--- config.mk ---
export PLATFORM = sky130hd
export DESIGN_NAME = seg7_multi_counter
export DESIGN_NICKNAME = d
export VERILOG_FILES = /design/src/rtl/seg7_pkg.sv /design/src/rtl/btn_debounce.sv /design/src/rtl/seg7_multi_counter.sv
export SDC_FILE = /design/constraint.sdc
export NUM_CORES = 1
export LEC_CHECK = 0
export BUFFER_PORTS_ARGS = -buffer_cell sky130_fd_sc_hd__clkbuf_2
export CORE_MARGIN = 2
export CORE_UTILIZATION = 60
export CTS_CLUSTER_DIAMETER = 40
export CTS_CLUSTER_SIZE = 24
export DETAILED_ROUTE_END_ITERATION = 12
export HOLD_SLACK_MARGIN = 0.08
export PLACE_DENSITY = 0.77
export SLEW_MARGIN = 20
export SYNTH_ARGS = -nofsm -noshare
export SYNTH_HDL_FRONTEND = slang
export SYNTH_HIERARCHICAL = 1
export SYNTH_SLANG_ARGS = --single-unit
--- constraint.sdc ---
create_clock -name FPGA_clk -period 5.83 [get_ports FPGA_clk]
set_input_delay 0.8745 -clock FPGA_clk [delete_from_list [all_inputs] [get_ports FPGA_clk]]
set_output_delay 0.8745 -clock FPGA_clk [all_outputs]
set_load 0.01 [all_outputs]
--- src/rtl/seg7_pkg.sv ---
// seg7_pkg: digit type, active-low seven-segment table and lookup helper.
package seg7_pkg;

    typedef logic [3:0] digit_t;

    localparam logic [6:0] SEG_BLANK = 7'h7F;

    // Index 15 first: F, E, d, C, b, A, 9 .. 0 ({g,f,e,d,c,b,a}, active-low).
    localparam logic [15:0][6:0] SEG_TABLE = {
        7'h0E, 7'h06, 7'h21, 7'h46, 7'h03, 7'h08, 7'h10, 7'h00,
        7'h78, 7'h02, 7'h12, 7'h19, 7'h30, 7'h24, 7'h79, 7'h40
    };

    function automatic logic [6:0] hex2seg(input digit_t d);
        return SEG_TABLE[d];
    endfunction

endpackage

--- src/rtl/btn_debounce.sv ---
// btn_debounce: 2-FF synchronizer, stability counter and single-cycle rising-edge pulse.
module btn_debounce #(
    parameter int DEBOUNCE_CYCLES = 1000000
) (
    input  logic clk_i,
    input  logic rst_ni,
    input  logic btn_i,
    output logic pulse_o
);

    localparam int CW = $clog2(DEBOUNCE_CYCLES + 1);

    logic [1:0]    sync_q;
    logic          level_q;
    logic          pulse_q;
    logic [CW-1:0] cnt_q;
    logic          hit;

    // Counter only runs while the synchronized sample disagrees with the accepted level.
    assign hit = (sync_q[1] != level_q) && (cnt_q == CW'(DEBOUNCE_CYCLES - 1));

    always_ff @(posedge clk_i or negedge rst_ni) begin
        if (!rst_ni) begin
            sync_q  <= '0;
            level_q <= 1'b0;
            pulse_q <= 1'b0;
            cnt_q   <= '0;
        end else begin
            sync_q  <= {sync_q[0], btn_i};
            cnt_q   <= (sync_q[1] == level_q || hit) ? '0 : cnt_q + CW'(1);
            level_q <= hit ? sync_q[1] : level_q;
            pulse_q <= hit && sync_q[1];
        end
    end

    assign pulse_o = pulse_q;

endmodule

--- src/rtl/seg7_multi_counter.sv ---
// seg7_multi_counter: debounced up/down hex/BCD counter shown on a multiplexed
// active-low seven-segment display with optional leading-zero blanking.
module seg7_multi_counter
    import seg7_pkg::*;
#(
    parameter int N_DIGITS        = 4,
    parameter int REFRESH_DIV     = 100000,
    parameter int DEBOUNCE_CYCLES = 1000000,
    parameter int DOT_POS         = 2
) (
    input  logic                FPGA_clk,
    input  logic                rst,
    input  logic                incr_btn,
    input  logic                decr_btn,
    input  logic                mode_dec,
    input  logic                blank_lz,
    output logic [6:0]          LED_segments,
    output logic                LED_dot,
    output logic [N_DIGITS-1:0] LED_en
);

    localparam int CW = 4 * N_DIGITS;
    localparam int IW = (N_DIGITS > 1) ? $clog2(N_DIGITS) : 1;
    localparam int RW = $clog2(REFRESH_DIV);

    logic                inc_p, dec_p;
    logic [2:0]          mode_q;
    logic                mode_chg;
    digit_t              dmax, d;
    logic                cy, bw;
    logic [CW-1:0]       cnt_q, cnt_d, inc_v, dec_v, snap_q, upper;
    logic [RW-1:0]       ref_q;
    logic [IW-1:0]       idx_q;
    logic                tick, blank;
    logic [6:0]          seg_q;
    logic                dot_q;
    logic [N_DIGITS-1:0] en_q;

    btn_debounce #(.DEBOUNCE_CYCLES(DEBOUNCE_CYCLES)) u_incr (
        .clk_i(FPGA_clk), .rst_ni(rst), .btn_i(incr_btn), .pulse_o(inc_p)
    );

    btn_debounce #(.DEBOUNCE_CYCLES(DEBOUNCE_CYCLES)) u_decr (
        .clk_i(FPGA_clk), .rst_ni(rst), .btn_i(decr_btn), .pulse_o(dec_p)
    );

    assign mode_chg = mode_q[2] ^ mode_q[1];
    assign dmax     = mode_q[1] ? 4'd9 : 4'd15;

    // Per-digit ripple: a digit rolls over only while every lower digit does.
    always_comb begin
        inc_v = cnt_q;
        dec_v = cnt_q;
        cy    = 1'b1;
        bw    = 1'b1;
        d     = '0;
        for (int i = 0; i < N_DIGITS; i++) begin
            d = cnt_q[4*i +: 4];
            inc_v[4*i +: 4] = !cy ? d : (d == dmax) ? 4'd0 : d + 4'd1;
            dec_v[4*i +: 4] = !bw ? d : (d == 4'd0) ? dmax : d - 4'd1;
            cy = cy && (d == dmax);
            bw = bw && (d == 4'd0);
        end
    end

    assign cnt_d = mode_chg ? '0 :
                   (inc_p && !dec_p) ? inc_v :
                   (dec_p && !inc_p) ? dec_v : cnt_q;

    assign tick  = (ref_q == RW'(REFRESH_DIV - 1));
    assign upper = snap_q >> (4 * idx_q);
    assign blank = blank_lz && (idx_q != '0) && (upper == '0);

    // The display reads a snapshot taken at slot boundaries so a slot never tears.
    always_ff @(posedge FPGA_clk or negedge rst) begin
        if (!rst) begin
            mode_q <= '0;
            cnt_q  <= '0;
            snap_q <= '0;
            ref_q  <= '0;
            idx_q  <= '0;
            seg_q  <= SEG_BLANK;
            dot_q  <= 1'b1;
            en_q   <= '1;
        end else begin
            mode_q <= {mode_q[1:0], mode_dec};
            cnt_q  <= cnt_d;
            snap_q <= tick ? cnt_q : snap_q;
            ref_q  <= tick ? '0 : ref_q + RW'(1);
            idx_q  <= !tick ? idx_q : (idx_q == IW'(N_DIGITS - 1)) ? '0 : idx_q + IW'(1);
            seg_q  <= blank ? SEG_BLANK : hex2seg(upper[3:0]);
            dot_q  <= int'(idx_q) != DOT_POS;
            en_q   <= ~(N_DIGITS'(1) << idx_q);
        end
    end

    assign LED_segments = seg_q;
    assign LED_dot      = dot_q;
    assign LED_en       = en_q;

endmodule

==> results of run 1 <==
-- sequential cells by signal (all words and copies together) (netlist names) --
| name | cells |
|---|---|
| mode_q | 3 |
| u_decr/level_q | 1 |
| u_decr/cnt_q | 20 |
| idx_q | 2 |
| u_incr/cnt_q | 20 |
| u_decr/sync_q | 2 |
| u_incr/level_q | 1 |
| u_incr/pulse_o | 1 |
| u_incr/sync_q | 2 |
| LED_en | 4 |
| LED_segments | 7 |
| ref_q | 17 |
| cnt_q | 16 |
| u_decr/pulse_o | 1 |
| snap_q | 16 |
-- cell type report --
type / instances / area (sq um)
Clock buffer: 26 / 468
Multi-Input combinational cell: 418 / 2920
Fill cell: 718 / 3000
Inverter: 35 / 131
Clock inverter: 6 / 108
Timing Repair Buffer: 19 / 103
Tap cell: 133 / 166
Sequential cell: 113 / 2840
-- stage by stage --
step / hold slack [ps] / setup WS, ps
after global routing: 353 / 2910
after CTS: 353 / 3240
after floorplan: 331 / 3620
after detailed placement: 338 / 3240
final: 351 / 3180
after global placement: 334 / 3330
-- logic make-up (layout without fill, tap and decap cells) --
| group | count (synthesis) | count (layout) | share of synthesized area (%) |
|---|---|---|---|
| buffers and inverters | 57 | 86 | 4.33 |
| DFF | 113 | 113 | 47.3 |
| AOI/OAI and AO/OA | 98 | 98 | 11.3 |
| xor gates and xnor gates | 52 | 52 | 7.57 |
| muxes | 32 | 32 | 6.58 |
| and+or+nand+nor | 215 | 215 | 18.6 |
| adders and majority gates | 21 | 21 | 4.37 |
-- Yosys cell counts, types with 15 or more instances --
library cell / count
inv_1: 35
dfrtp_1: 102
nand3_1: 25
mux2_2: 20
nand2_1: 33
a21oi_1: 24
o21ai_0: 18
ha_1: 21
nor2_1: 63
nor4_1: 15
nand4_1: 17
xnor2_1: 40
nor3_1: 20
-- report_power, final --
part / switching [mW] / internal [mW] / leakage [nW] / total [mW]
Combinational: 0.174 / 0.143 / 1.05 / 0.318
Clock: 0.338 / 0.672 / 0.277 / 1.01
Sequential: 0.105 / 0.831 / 1.49 / 0.935
Total: 0.617 / 1.65 / 2.82 / 2.26
-- critical path: stages (launching register included) --
cell and delay, ps:
dfrtp_1 540, xnor2_1 570, o41ai_1 180, a31oi_1 750, nor2_1 170, mux2_2 320
-- per-layer routing --
layer	vias to the layer above	routed length [um]	global-route usage [%]
li1	2127	-	-
met1	2195	5170	30.6
met2	98	5830	38.1
met3	16	445	5.51
met4	0	185	9.17
met5	-	0	0
-- worst min path at each step --
| stage | slack (ps) | end | start | cells past startpoint |
|---|---|---|---|---|
| 5_1_grt | 350 | u_incr/sync_q[1] | u_incr/sync_q[0] | 0 |
| 3_5_place_dp | 340 | u_incr/sync_q[1] | u_incr/sync_q[0] | 0 |
| 3_3_place_gp | 330 | u_decr/sync_q[1] | u_decr/sync_q[0] | 0 |
| 2_1_floorplan | 330 | mode_q[1] | mode_q[0] | 0 |
| 6_report | 350 | u_incr/sync_q[1] | u_incr/sync_q[0] | 0 |
| 4_1_cts | 350 | u_decr/sync_q[1] | u_decr/sync_q[0] | 0 |
==> results_tabular.tex, run 1 <==
\begin{tabular}{lr}
\hline
Metric & Value \\
\hline
\multicolumn{2}{l}{\textbf{Run status}} \\
\quad Result of the run & completed \\
\multicolumn{2}{l}{\textbf{Critical path}} \\
\quad Worst r2r path cells & 5 \\
\quad Reg2reg setup slack & between 3000 and 4000 ps \\
\quad Crit path capture type & flop \\
\quad Required time of the critical path & 6230 ps \\
\quad Critical Path Source Type & flop \\
\quad Critical path class & reg -> reg \\
\quad Worst reg2reg path endpoint & cnt\_q[13] \\
\quad CP Data Arrival Time & 3050 ps \\
\quad Destination of the critical timing path & cnt\_q[13] \\
\quad Setup crit start & mode\_q[1] \\
\quad Top fanout value on the critical path & 16 \\
\quad Launch instance of the worst register-to-register path & mode\_q[1] \\
\multicolumn{2}{l}{\textbf{Synth}} \\
\quad Post-synthesis sequential area ratio & a little under half \\
\quad Yosys synthesis warning count & 6 \\
\quad Share of synthesized registers carrying an async set or reset & 100\% \\
\quad Fraction of post-synthesis cell area in the top cell type by area & 42.4\% \\
\quad Synthesized area divided by synthesized cell count & 10.2 sq um \\
\quad Mapped Area & 6010 sq um \\
\quad Number of instances in the synthesized netlist & 588 \\
\quad Post-synth EDFFs & 0 \\
\quad Top cells by area in the synthesized netlist & dfrtp\_1 (42\%), xnor2\_1 (5.8\%), dfstp\_2 (4.8\%), ha\_1 (4.4\%), nor2\_1 (3.9\%) \\
\quad Net count of the mapped netlist & between 600 and 700 \\
\quad Ys flop type & dfrtp\_1 \\
\quad Cell type contributing the most total cell area after synthesis & dfrtp\_1 \\
\quad Register bit total from synthesis & 113 \\
\quad Distinct cell type count after synthesis & 65 \\
\multicolumn{2}{l}{\textbf{STA}} \\
\quad Setup TNS & 0 ps \\
\quad Fmax achieved & 377 MHz \\
\quad Min cycle time layout & roughly 2700 ps \\
\quad Max-slew headroom & 34.4\% \\
\quad Final Hold Viols & 0 \\
\quad Final number of max-transition violations & 0 \\
\quad RSZ-0062 raised after global routing & false \\
\quad Worst Max-Slew Pin Slew & between 900 and 1000 ps \\
\quad Setup Viol. Count Final & 0 \\
\quad Worst clock skew & 9.28 ps \\
\quad Ratio of final minimum period to clock period & 45.5\% \\
\multicolumn{2}{l}{\textbf{Clocking}} \\
\quad Maximum buffer depth of the clock tree & 2 \\
\quad TritonCTS Buffers & 17 \\
\quad Skew-Pair Late Insertion Delay & 520 ps \\
\quad Setup Buffers After CTS & 0 \\
\quad Cell at the root of the clock tree & clkbuf\_8 \\
\quad Clock transition at the registers of the reported paths & 50 ps \\
\quad Count of hold buffers inserted by post-cts repair & 0 \\
\quad Post-CTS resize count & 0 \\
\quad TritonCTS clock tree & built \\
\quad CTS H-tree lvls & 4 \\
\quad Total clock sinks & 113 \\
\multicolumn{2}{l}{\textbf{Detailed routing}} \\
\quad First-pass detailed-route iteration total & 5 \\
\quad Detailed-route wire length per cell & 15.5 um \\
\quad DRC marker count from the first detailed-route iteration & $\sim$220 \\
\quad Drt drc & 0 \\
\quad Detailed-route wire length & 11.6 mm \\
\quad Via count & 4436 \\
\quad Per-cell via count in the routed design & 5.91 \\
\quad Routed Antenna Nets & 0 \\
\multicolumn{2}{l}{\textbf{Global route}} \\
\quad Total congestion overflow after global routing & 0 \\
\quad Aggregate global-route resource usage & approximately a quarter \\
\quad Number of antenna violations at the first check in global routing & 0 \\
\quad Maximum number of pins on one net before global-route repair & 66 \\
\quad Global-route wire length before repair & 20.6 mm \\
\quad Number of global-route vias before repair & approximately 4400 \\
\multicolumn{2}{l}{\textbf{Die}} \\
\quad Number of top-level pins & 18 \\
\quad Initial Utilization & 61.8\% \\
\quad Die area & around 11000 sq um \\
\quad Count of standard-cell rows & 36 \\
\quad DIE HEIGHT & 104 um \\
\quad Core area & 9730 sq um \\
\quad Overall die width & between 100 and 150 um \\
\multicolumn{2}{l}{\textbf{Power and ir drop}} \\
\quad Reported leakage power & 2.82 nW \\
\quad Power density of the placed cells & 336 nW/um\^{}2 \\
\quad Largest voltage drop on the vdd net & 0.000249 V \\
\quad Overall power & roughly 2.3 mW \\
\multicolumn{2}{l}{\textbf{Placement}} \\
\quad Detail Placement HPWL & between 7 and 8 mm \\
\quad Cell area reported after detailed placement & 6160 sq um \\
\quad Final weighted congestion in routability-driven placement & 0.914 \\
\quad Count of input and output buffers & 17 \\
\quad Cell count after placement & 718 \\
\multicolumn{2}{l}{\textbf{Layout}} \\
\quad Post-Layout Inst Area & between 6000 and 7000 sq um \\
\quad Number of antenna cells inserted & 0 \\
\quad Most frequent standard cell in the layout excluding fill and tap cells & dfrtp\_1 \\
\quad Final Non-Filler Cells & 750 \\
\quad Fraction of final layout cells with drive strength greater than 1 & 15.9\% \\
\quad Most frequent cells in the layout & dfrtp\_1 (102), nor2\_1 (63), xnor2\_1 (40), inv\_1 (35), nand2\_1 (33) \\
\quad Share of the core filled with cells in the final layout & 69.2\% \\
\quad Layout area overhead & 12.0\% \\
\quad Final \#Nets & 631 \\
\multicolumn{2}{l}{\textbf{Job}} \\
\quad Number of violations of the max-capacitance limit & 0 \\
\multicolumn{2}{l}{\textbf{Min path}} \\
\quad Min-Delay Path Class & reg -> reg \\
\hline
\end{tabular}
No activity file was read; power rests on OpenSTA's default activity.
==> run 2: changes to the inputs <==
ABC_AREA = 1   (was unset)
CORE_UTILIZATION = 57   (was 60)
clock period = 2.4 ns   (was 5.83 ns; I/O delays follow)
==> run 2 against run 1 <==
  * Non-clock buffer count up 7
  * Global-route usage decreased by 1.7 points
  * Die area up 18%
  * Cell area grew 13%
  * Clock skew increased by 1.9 ps
  * Critical path depth up 6
  * Largest cell class unchanged
  * The run now ends with design-rule violations left
  * Clock power rose by 140%
  * Setup slack got worse by 2800 ps
==> results_tabular.tex, run 2 <==
\begin{tabular}{lr}
\hline
Metric & Value \\
\hline
\multicolumn{2}{l}{\textbf{STA}} \\
\quad Setup Viol. Count Final & 0 (unchanged) \\
\quad Fmax achieved & 497 MHz (+32\%) \\
\quad RSZ-0062 raised after global routing & false \\
\quad Min cycle time layout & 2010 ps (-641 ps) \\
\quad Final Hold Viols & 0 (unchanged) \\
\quad Fin worst setup slack & 389 ps (-2790 ps) \\
\quad Final hold slack & 347 ps (-3.83 ps) \\
\quad Worst clock skew & 11.1 ps (+1.87 ps) \\
\quad Worst Max-Slew Pin Slew & 528 ps (-452 ps) \\
\quad Max-slew headroom & 64.8\% (+30 points) \\
\quad Setup TNS & 0 ps (unchanged) \\
\quad Final number of max-transition violations & 0 (unchanged) \\
\quad Ratio of final minimum period to clock period & 83.8\% (+38 points) \\
\multicolumn{2}{l}{\textbf{Job}} \\
\quad Number of violations of the max-capacitance limit & 0 (unchanged) \\
\multicolumn{2}{l}{\textbf{Global route}} \\
\quad Top Usage Layer GRT & met2 \\
\quad Global-route wire length before repair & 22.5 mm (+9.6\%) \\
\quad Met2 capacity usage during global routing & 36.7\% (-1.4 points) \\
\quad Global routing met1 resource utilization & 26.8\% (-3.8 points) \\
\quad Number of global-route vias before repair & 5253 (+21\%) \\
\quad Global-route track usage on met3 & 6.00\% (+0.49 points) \\
\quad Maximum number of pins on one net before global-route repair & 41 (-38\%) \\
\quad Aggregate global-route resource usage & 21.8\% (-1.7 points) \\
\quad Number of antenna violations at the first check in global routing & 0 (unchanged) \\
\quad Total congestion overflow after global routing & 0 (unchanged) \\
\multicolumn{2}{l}{\textbf{Synth}} \\
\quad Mapped Area & 6790 sq um (+13\%) \\
\quad Dominant cell by count in the synthesized netlist & nand2\_1 \\
\quad Yosys synthesis warning count & 6 (unchanged) \\
\quad Net count of the mapped netlist & 935 (+52\%) \\
\quad Number of instances in the synthesized netlist & 908 (+54\%) \\
\quad Register bit total from synthesis & 113 (unchanged) \\
\quad Distinct cell type count after synthesis & 37 (-43\%) \\
\quad Share of synthesized registers carrying an async set or reset & 100\% (unchanged) \\
\quad Synthesized area divided by synthesized cell count & 7.47 sq um (-27\%) \\
\quad Ys flop type & dfrtp\_1 \\
\quad Post-synth EDFFs & 0 (unchanged) \\
\quad Cell type contributing the most total cell area after synthesis & dfrtp\_1 \\
\quad Top cells by area in the synthesized netlist & dfrtp\_1 (38\%), nand2\_1 (13\%), nor2\_1 (7.3\%), inv\_1 (7.0\%), nand3\_1 (5.9\%) \\
\quad Most instantiated cells after synthesis & nand2\_1 (231), nor2\_1 (132), inv\_1 (126), dfrtp\_1 (102), nand3\_1 (80) \\
\quad Post-synthesis sequential area ratio & 41.9\% (-5.4 points) \\
\quad Fraction of post-synthesis cell area in the top cell type by area & 37.6\% (-4.8 points) \\
\multicolumn{2}{l}{\textbf{Clocking}} \\
\quad TritonCTS clock tree & built \\
\quad Maximum buffer depth of the clock tree & 2 (unchanged) \\
\quad CTS H-tree lvls & 4 (unchanged) \\
\quad Cell at the root of the clock tree & clkbuf\_16 \\
\quad TritonCTS Buffers & 17 (unchanged) \\
\quad Total clock sinks & 113 (unchanged) \\
\quad Setup Buffers After CTS & 0 (unchanged) \\
\quad Post-CTS resize count & 0 (unchanged) \\
\quad Count of hold buffers inserted by post-cts repair & 4 (+4) \\
\quad Skew-Pair Late Insertion Delay & 430 ps (-90 ps) \\
\quad Clock transition at the registers of the reported paths & 50 ps (about the same) \\
\multicolumn{2}{l}{\textbf{Critical path}} \\
\quad Critical path class & reg -> reg \\
\quad Critical Path Source Type & flop \\
\quad Worst r2r path cells & 11 (+6) \\
\quad Crit path capture type & flop \\
\quad Required time of the critical path & 2750 ps (-3480 ps) \\
\quad CP Data Arrival Time & 2360 ps (-690 ps) \\
\quad Top fanout value on the critical path & 13 (-3) \\
\multicolumn{2}{l}{\textbf{Layout}} \\
\quad Most frequent cells in the layout & nand2\_1 (231), nor2\_1 (132), inv\_1 (126), dfrtp\_1 (102), nand3\_1 (80) \\
\quad Post-Layout Inst Area & 7590 sq um (+13\%) \\
\quad Layout area overhead & 11.9\% (about the same) \\
\quad Largest registers & u\_decr/cnt\_q x20, u\_incr/cnt\_q x20, ref\_q x17 \\
\quad Final \#Nets & 965 (+53\%) \\
\quad Most frequent standard cell in the layout excluding fill and tap cells & nand2\_1 \\
\quad Number of antenna cells inserted & 0 (unchanged) \\
\quad Fraction of final layout cells with drive strength greater than 1 & 11.6\% (-4.3 points) \\
\multicolumn{2}{l}{\textbf{Die}} \\
\quad Die area & 12800 sq um (+18\%) \\
\quad DIE HEIGHT & 113 um (+8.6\%) \\
\quad Overall die width & 113 um (+8.6\%) \\
\quad Count of standard-cell rows & 39 (+8.3\%) \\
\quad Number of top-level pins & 18 (unchanged) \\
\quad Core area & 11500 sq um (+18\%) \\
\quad Initial Utilization & 58.9\% (-2.9 points) \\
\multicolumn{2}{l}{\textbf{Detailed routing}} \\
\quad Routed Antenna Nets & 0 (unchanged) \\
\quad DRC marker count from the first detailed-route iteration & 409 (+89\%) \\
\quad Drt drc & 2 (+2) \\
\quad Per-cell via count in the routed design & 5.11 (-14\%) \\
\quad First-pass detailed-route iteration total & 9 (+4) \\
\quad Detailed-route wire length & 12.7 mm (+8.8\%) \\
\quad Detailed-route wire length per cell & 11.6 um (-25\%) \\
\quad Via count & 5590 (+26\%) \\
\multicolumn{2}{l}{\textbf{Power and ir drop}} \\
\quad Reported leakage power & 3.82 nW (+36\%) \\
\quad Power density of the placed cells & 769 nW/um\^{}2 (+130\%) \\
\quad Overall power & 5.84 mW (+160\%) \\
\quad Largest voltage drop on the vdd net & 0.000622 V (+150\%) \\
\multicolumn{2}{l}{\textbf{Min path}} \\
\quad WHS Path Cells & 0 (unchanged) \\
\quad Min-Delay Path Class & reg -> reg \\
\multicolumn{2}{l}{\textbf{Run status}} \\
\quad Result of the run & finished with violations \\
\quad Violated checks & design-rule violations \\
\multicolumn{2}{l}{\textbf{Placement}} \\
\quad Worst setup slack after placement & 406 ps (-2830 ps) \\
\quad Final weighted congestion in routability-driven placement & 0.952 (+4.2\%) \\
\quad Cell area reported after detailed placement & 6970 sq um (+13\%) \\
\quad Count of input and output buffers & 17 (unchanged) \\
\quad Detail Placement HPWL & 9.20 mm (+19\%) \\
\hline
\end{tabular}
-- run 2: cell types whose count changed in the layout (fill, tap and decap cells not counted), moves of 13 or more --
cell     previous run  this run
nor2_1             63       132
o21ai_1             2        18
xnor2_1            40        12
nand2_1            33       231
inv_1              35       126
o21ai_0            18        38
a21oi_1            24         6
nand2_2             0        13
nor4_1             15         1
mux2_2             20         0
o31ai_1            13         0
nand3_1            25        80
-- run 2: area by class of cell --
type | count | area [sq um]
tap | 143 | 179
clock buffer | 26 | 509
timing repair buffer | 26 | 190
fill | 963 | 3920
multi-input combinational | 645 | 3280
sequential | 113 | 2840
inverter | 135 | 517
clock inverter | 6 | 80.1
-- run 2: worst paths after layout --
kind                             startpoint                to  slack [ps]
min                        u_decr/sync_q[0]  u_decr/sync_q[1]         350
max reg2reg                        idx_q[0]   LED_segments[2]         390
min in group asynchronous               rst   u_decr/cnt_q[1]         470
min reg2reg                u_decr/sync_q[0]  u_decr/sync_q[1]         350
max                                idx_q[0]   LED_segments[2]         390
max in group asynchronous               rst   LED_segments[1]        1290
-- run 2: cells by family after synthesis --
| kind of cell | count (synthesis) | share of synthesized area [%] |
|---|---|---|
| buf+inv | 150 | 9.81 |
| fa+ha+maj | 21 | 3.87 |
| xor+xnor | 34 | 4.39 |
| simple gates | 513 | 33.8 |
| flops | 113 | 41.9 |
| compound gates | 77 | 6.27 |
-- run 2: critical path, stage by stage (launching register included) --
cell     delay [ps]
dfrtp_1         550
inv_1           200
nand2_1          90
nand2_1          50
nand2_1          50
nand2_1         110
inv_1           170
ha_1            210
nand4_1         100
nor2_1          120
nand2_1         160
nand3_1         130
-- run 2: where the power goes --
part | internal [mW] | total [mW] | switching [mW]
clock | 1.65 | 2.46 | 0.813
sequential | 2.04 | 2.26 | 0.219
combinational | 0.438 | 1.12 | 0.678
total | 4.13 | 5.84 | 1.71
-- run 2: stage by stage --
stage,util (%),std cells
final,65.9,1094
after global routing,65.9,1094
after CTS,65.9,1094
after detailed placement,60.5,1058
after global placement,60.5,1058
after floorplan,-,908
-- run 2: routing by layer --
metal,up-vias,part of all wire [%]
met2,117,47
met5,-,0
li1,2914,-
met4,0,2.3
met3,27,4.3
met1,2532,46
==> run 3: changes to the inputs <==
CORE_UTILIZATION = 60   (was 57)
clock period = 1.9 ns   (was 2.4 ns; I/O delays follow)
==> run 3 against run 2 <==
  * Global-route usage is 3.2 points higher
  * Worst hold slack worse by 40 ps
  * Fmax is 11% higher
  * The run now ends clean
  * Sequential share of layout area is 0.85 points lower
  * Critical path depth stayed put
  * Register-to-register slack worse by 300 ps
  * Total power is 32% higher
  * Flip-flop and latch count stayed put
  * Count of clock-buffer cells in the layout is 3 lower
  * Via count is 2.1% higher
  * Die area is 4.8% lower
==> results_tabular.tex, run 3 (same netlist as run 2, synthesis figures left out) <==
\begin{tabular}{lr}
\hline
Metric & Value \\
\hline
\multicolumn{2}{l}{\textbf{Layout}} \\
\quad Total of fill cells in the finished design & 885 (-8.1\%) \\
\quad Sequential cell area in the final layout & 2840 sq um (about the same) \\
\quad Most frequent standard cell in the layout excluding fill and tap cells & nand2\_1 \\
\quad Fraction of final layout cells with drive strength greater than 1 & 14.2\% (+2.6 points) \\
\quad Area of the multi-input gates & 3290 sq um (+0.50\%) \\
\quad Largest registers & u\_decr/cnt\_q x20, u\_incr/cnt\_q x20, ref\_q x17 \\
\quad Share of the core filled with cells in the final layout & 71.1\% (+5.1 points) \\
\quad Most frequent cells in the layout & nand2\_1 (229), nor2\_1 (131), inv\_1 (124), dfrtp\_1 (101), nand3\_1 (79) \\
\quad Post-Layout Inst Area & 7770 sq um (+2.4\%) \\
\quad Final \#Nets & 982 (+1.8\%) \\
\quad Number of antenna cells inserted & 0 (unchanged) \\
\quad Layout area overhead & 14.6\% \\
\multicolumn{2}{l}{\textbf{Critical path}} \\
\quad Crit path capture type & flop \\
\quad CP Data Arrival Time & 2180 ps (-180 ps) \\
\quad Required time of the critical path & 2260 ps (-490 ps) \\
\quad Top fanout value on the critical path & 8 (-5) \\
\quad Reg2reg setup slack & 90 ps (-300 ps) \\
\quad Launch instance of the worst register-to-register path & idx\_q[0] \\
\quad Critical Path Source Type & flop \\
\quad Worst r2r path cells & 11 (unchanged) \\
\quad Critical path class & reg -> reg \\
\quad Worst reg2reg path endpoint & LED\_segments[5] \\
\multicolumn{2}{l}{\textbf{Detailed routing}} \\
\quad First-pass detailed-route iteration total & 5 (-4) \\
\quad Detailed-route wire length & 13.6 mm (+7.8\%) \\
\quad Drt drc & 0 (-2) \\
\quad Detailed-route wire length per cell & 12.3 um (+6.4\%) \\
\quad Via count & 5710 (+2.1\%) \\
\quad Per-cell via count in the routed design & 5.15 (+0.86\%) \\
\quad Routed Antenna Nets & 0 (unchanged) \\
\quad DRC marker count from the first detailed-route iteration & 383 (-6.4\%) \\
\multicolumn{2}{l}{\textbf{Die}} \\
\quad DIE HEIGHT & 110 um (-2.4\%) \\
\quad Die area & 12200 sq um (-4.8\%) \\
\quad Count of standard-cell rows & 38 (-2.6\%) \\
\quad Core area & 10900 sq um (-5.0\%) \\
\quad Overall die width & 110 um (-2.4\%) \\
\quad Initial Utilization & 62.0\% (+3.1 points) \\
\quad Number of top-level pins & 18 (unchanged) \\
\multicolumn{2}{l}{\textbf{STA}} \\
\quad Min cycle time layout & 1810 ps (-197 ps) \\
\quad Fmax achieved & 551 MHz (+11\%) \\
\quad Worst clock skew & 11.9 ps (+0.736 ps) \\
\quad Setup Viol. Count Final & 0 (unchanged) \\
\quad Max-slew headroom & 61.4\% (-3.4 points) \\
\quad Fin worst setup slack & 86.1 ps (-303 ps) \\
\quad Final number of max-transition violations & 0 (unchanged) \\
\quad Final Hold Viols & 0 (unchanged) \\
\quad RSZ-0062 raised after global routing & true \\
\quad Ratio of final minimum period to clock period & 95.5\% (+12 points) \\
\quad Worst Max-Slew Pin Slew & 578 ps (+50.7 ps) \\
\multicolumn{2}{l}{\textbf{Global route}} \\
\quad Number of antenna violations at the first check in global routing & 0 (unchanged) \\
\quad Total congestion overflow after global routing & 0 (unchanged) \\
\quad Aggregate global-route resource usage & 25.0\% (+3.2 points) \\
\quad Maximum number of pins on one net before global-route repair & 114 (+180\%) \\
\quad Number of global-route vias before repair & 5473 (+4.2\%) \\
\quad Global-route wire length before repair & 23.6 mm (+4.7\%) \\
\multicolumn{2}{l}{\textbf{Clocking}} \\
\quad Skew-Pair Late Insertion Delay & 430 ps (about the same) \\
\quad CTS H-tree lvls & 4 (unchanged) \\
\quad Cell at the root of the clock tree & clkbuf\_16 \\
\quad Maximum buffer depth of the clock tree & 2 (unchanged) \\
\quad Clock transition at the registers of the reported paths & 50 ps (about the same) \\
\quad TritonCTS clock tree & built \\
\quad Total clock sinks & 113 (unchanged) \\
\quad TritonCTS Buffers & 17 (unchanged) \\
\multicolumn{2}{l}{\textbf{Power and ir drop}} \\
\quad Largest voltage drop on the vdd net & 0.000730 V (+17\%) \\
\quad Power density of the placed cells & 994 nW/um\^{}2 (+29\%) \\
\quad Reported leakage power & 3.92 nW (+2.5\%) \\
\quad Overall power & 7.73 mW (+32\%) \\
\multicolumn{2}{l}{\textbf{Placement}} \\
\quad Count of input and output buffers & 17 (unchanged) \\
\quad Final weighted congestion in routability-driven placement & 0.898 (-5.7\%) \\
\quad Cell area reported after detailed placement & 7010 sq um (+0.63\%) \\
\quad Detail Placement HPWL & 9.28 mm (+0.82\%) \\
\quad Worst setup slack after placement & -51.3 ps (-457 ps) \\
\multicolumn{2}{l}{\textbf{Min path}} \\
\quad Min-Delay Path Class & in -> reg \\
\quad WHS Path Cells & 5 (+5) \\
\quad End of the worst hold path & LED\_segments[6] \\
\quad Hold Crit Start & blank\_lz \\
\multicolumn{2}{l}{\textbf{Job}} \\
\quad Number of violations of the max-capacitance limit & 0 (unchanged) \\
\multicolumn{2}{l}{\textbf{Run status}} \\
\quad Result of the run & completed \\
\hline
\end{tabular}
[run 3: cell count changes in the layout (fill, tap and decap cells not counted), moves of 2 or more]
| cell | delta |
|---|---|
| buf_4 | +18 |
| clkinvlp_4 | +3 |
| bufinv_16 | +2 |
| clkbuf_1 | -2 |
| clkinv_2 | -2 |
| inv_1 | -2 |
| inv_2 | +2 |
| nand2_1 | -2 |
| nand2_2 | +2 |
[run 3: area by class of cell]
type | count | share of cell area [%]
multi-input combinational | 645 | 42.4
sequential | 113 | 36.6
inverter | 135 | 6.65
clock buffer | 23 | 6.28
timing repair buffer | 43 | 3.93
tap | 140 | 2.25
clock inverter | 9 | 1.96
[run 3: through the flow]
| stage | hold WS, ps | setup TNS [ps] | std cells |
|---|---|---|---|
| 6_report | 307 | 0 | 1108 |
| 5_1_grt | 350 | -234 | 1108 |
| 4_1_cts | 272 | 0 | 1099 |
| 3_5_place_dp | 336 | -148 | 1063 |
| 3_3_place_gp | 331 | 0 | 1063 |
| 2_1_floorplan | -10.6 | 0 | 908 |
[run 3: power by group]
group | internal, mW | leakage, nW | switching (mW)
clock network | 2.32 | 0.305 | 1.08
logic | 0.596 | 2.13 | 0.900
registers | 2.57 | 1.48 | 0.257
total | 5.49 | 3.92 | 2.24
[run 3: metal layers]
| layer | track usage (%) | share of wire [%] | wire length, um |
|---|---|---|---|
| met5 | 0 | 0 | 0 |
| met4 | 9.91 | 2.0 | 274 |
| met3 | 6.17 | 4.5 | 612 |
| met2 | 43.0 | 50 | 6810 |
| met1 | 30.1 | 44 | 5950 |
[run 3: worst max-delay path by stage]
| stage | startpoint | endpoint | slack, ps | depth (start not counted) |
|---|---|---|---|---|
| after global routing | ref_q[0] | snap_q[14] | -40 | 9 |
| after global placement | idx_q[0] | LED_segments[1] | 60 | 11 |
| final | idx_q[0] | LED_segments[5] | 90 | 11 |
| after detailed placement | idx_q[0] | LED_segments[1] | -50 | 11 |
| after floorplan | idx_q[0] | LED_segments[0] | 90 | 11 |
| after CTS | idx_q[0] | LED_segments[3] | 6 | 11 |
[run 3: repair_timing]
action / CTS / global route
pin swaps: 0 / 2
resized for setup: 2 / 7
buffers inserted: 0 / 9
endpoints found under the hold margin: 105 / 0
setup endpoints to repair: 7 / 14
hold buffers: 4 / 0
[run 3: critical path: stages, from the launching register on]
cell,delay (ps)
dfrtp_2,440
buf_4,180
nand2_1,60
nand2_1,70
nand2_1,70
nand2_2,130
inv_2,50
buf_4,140
ha_1,200
o21ai_0,230
nand2_1,100
nand3_1,90
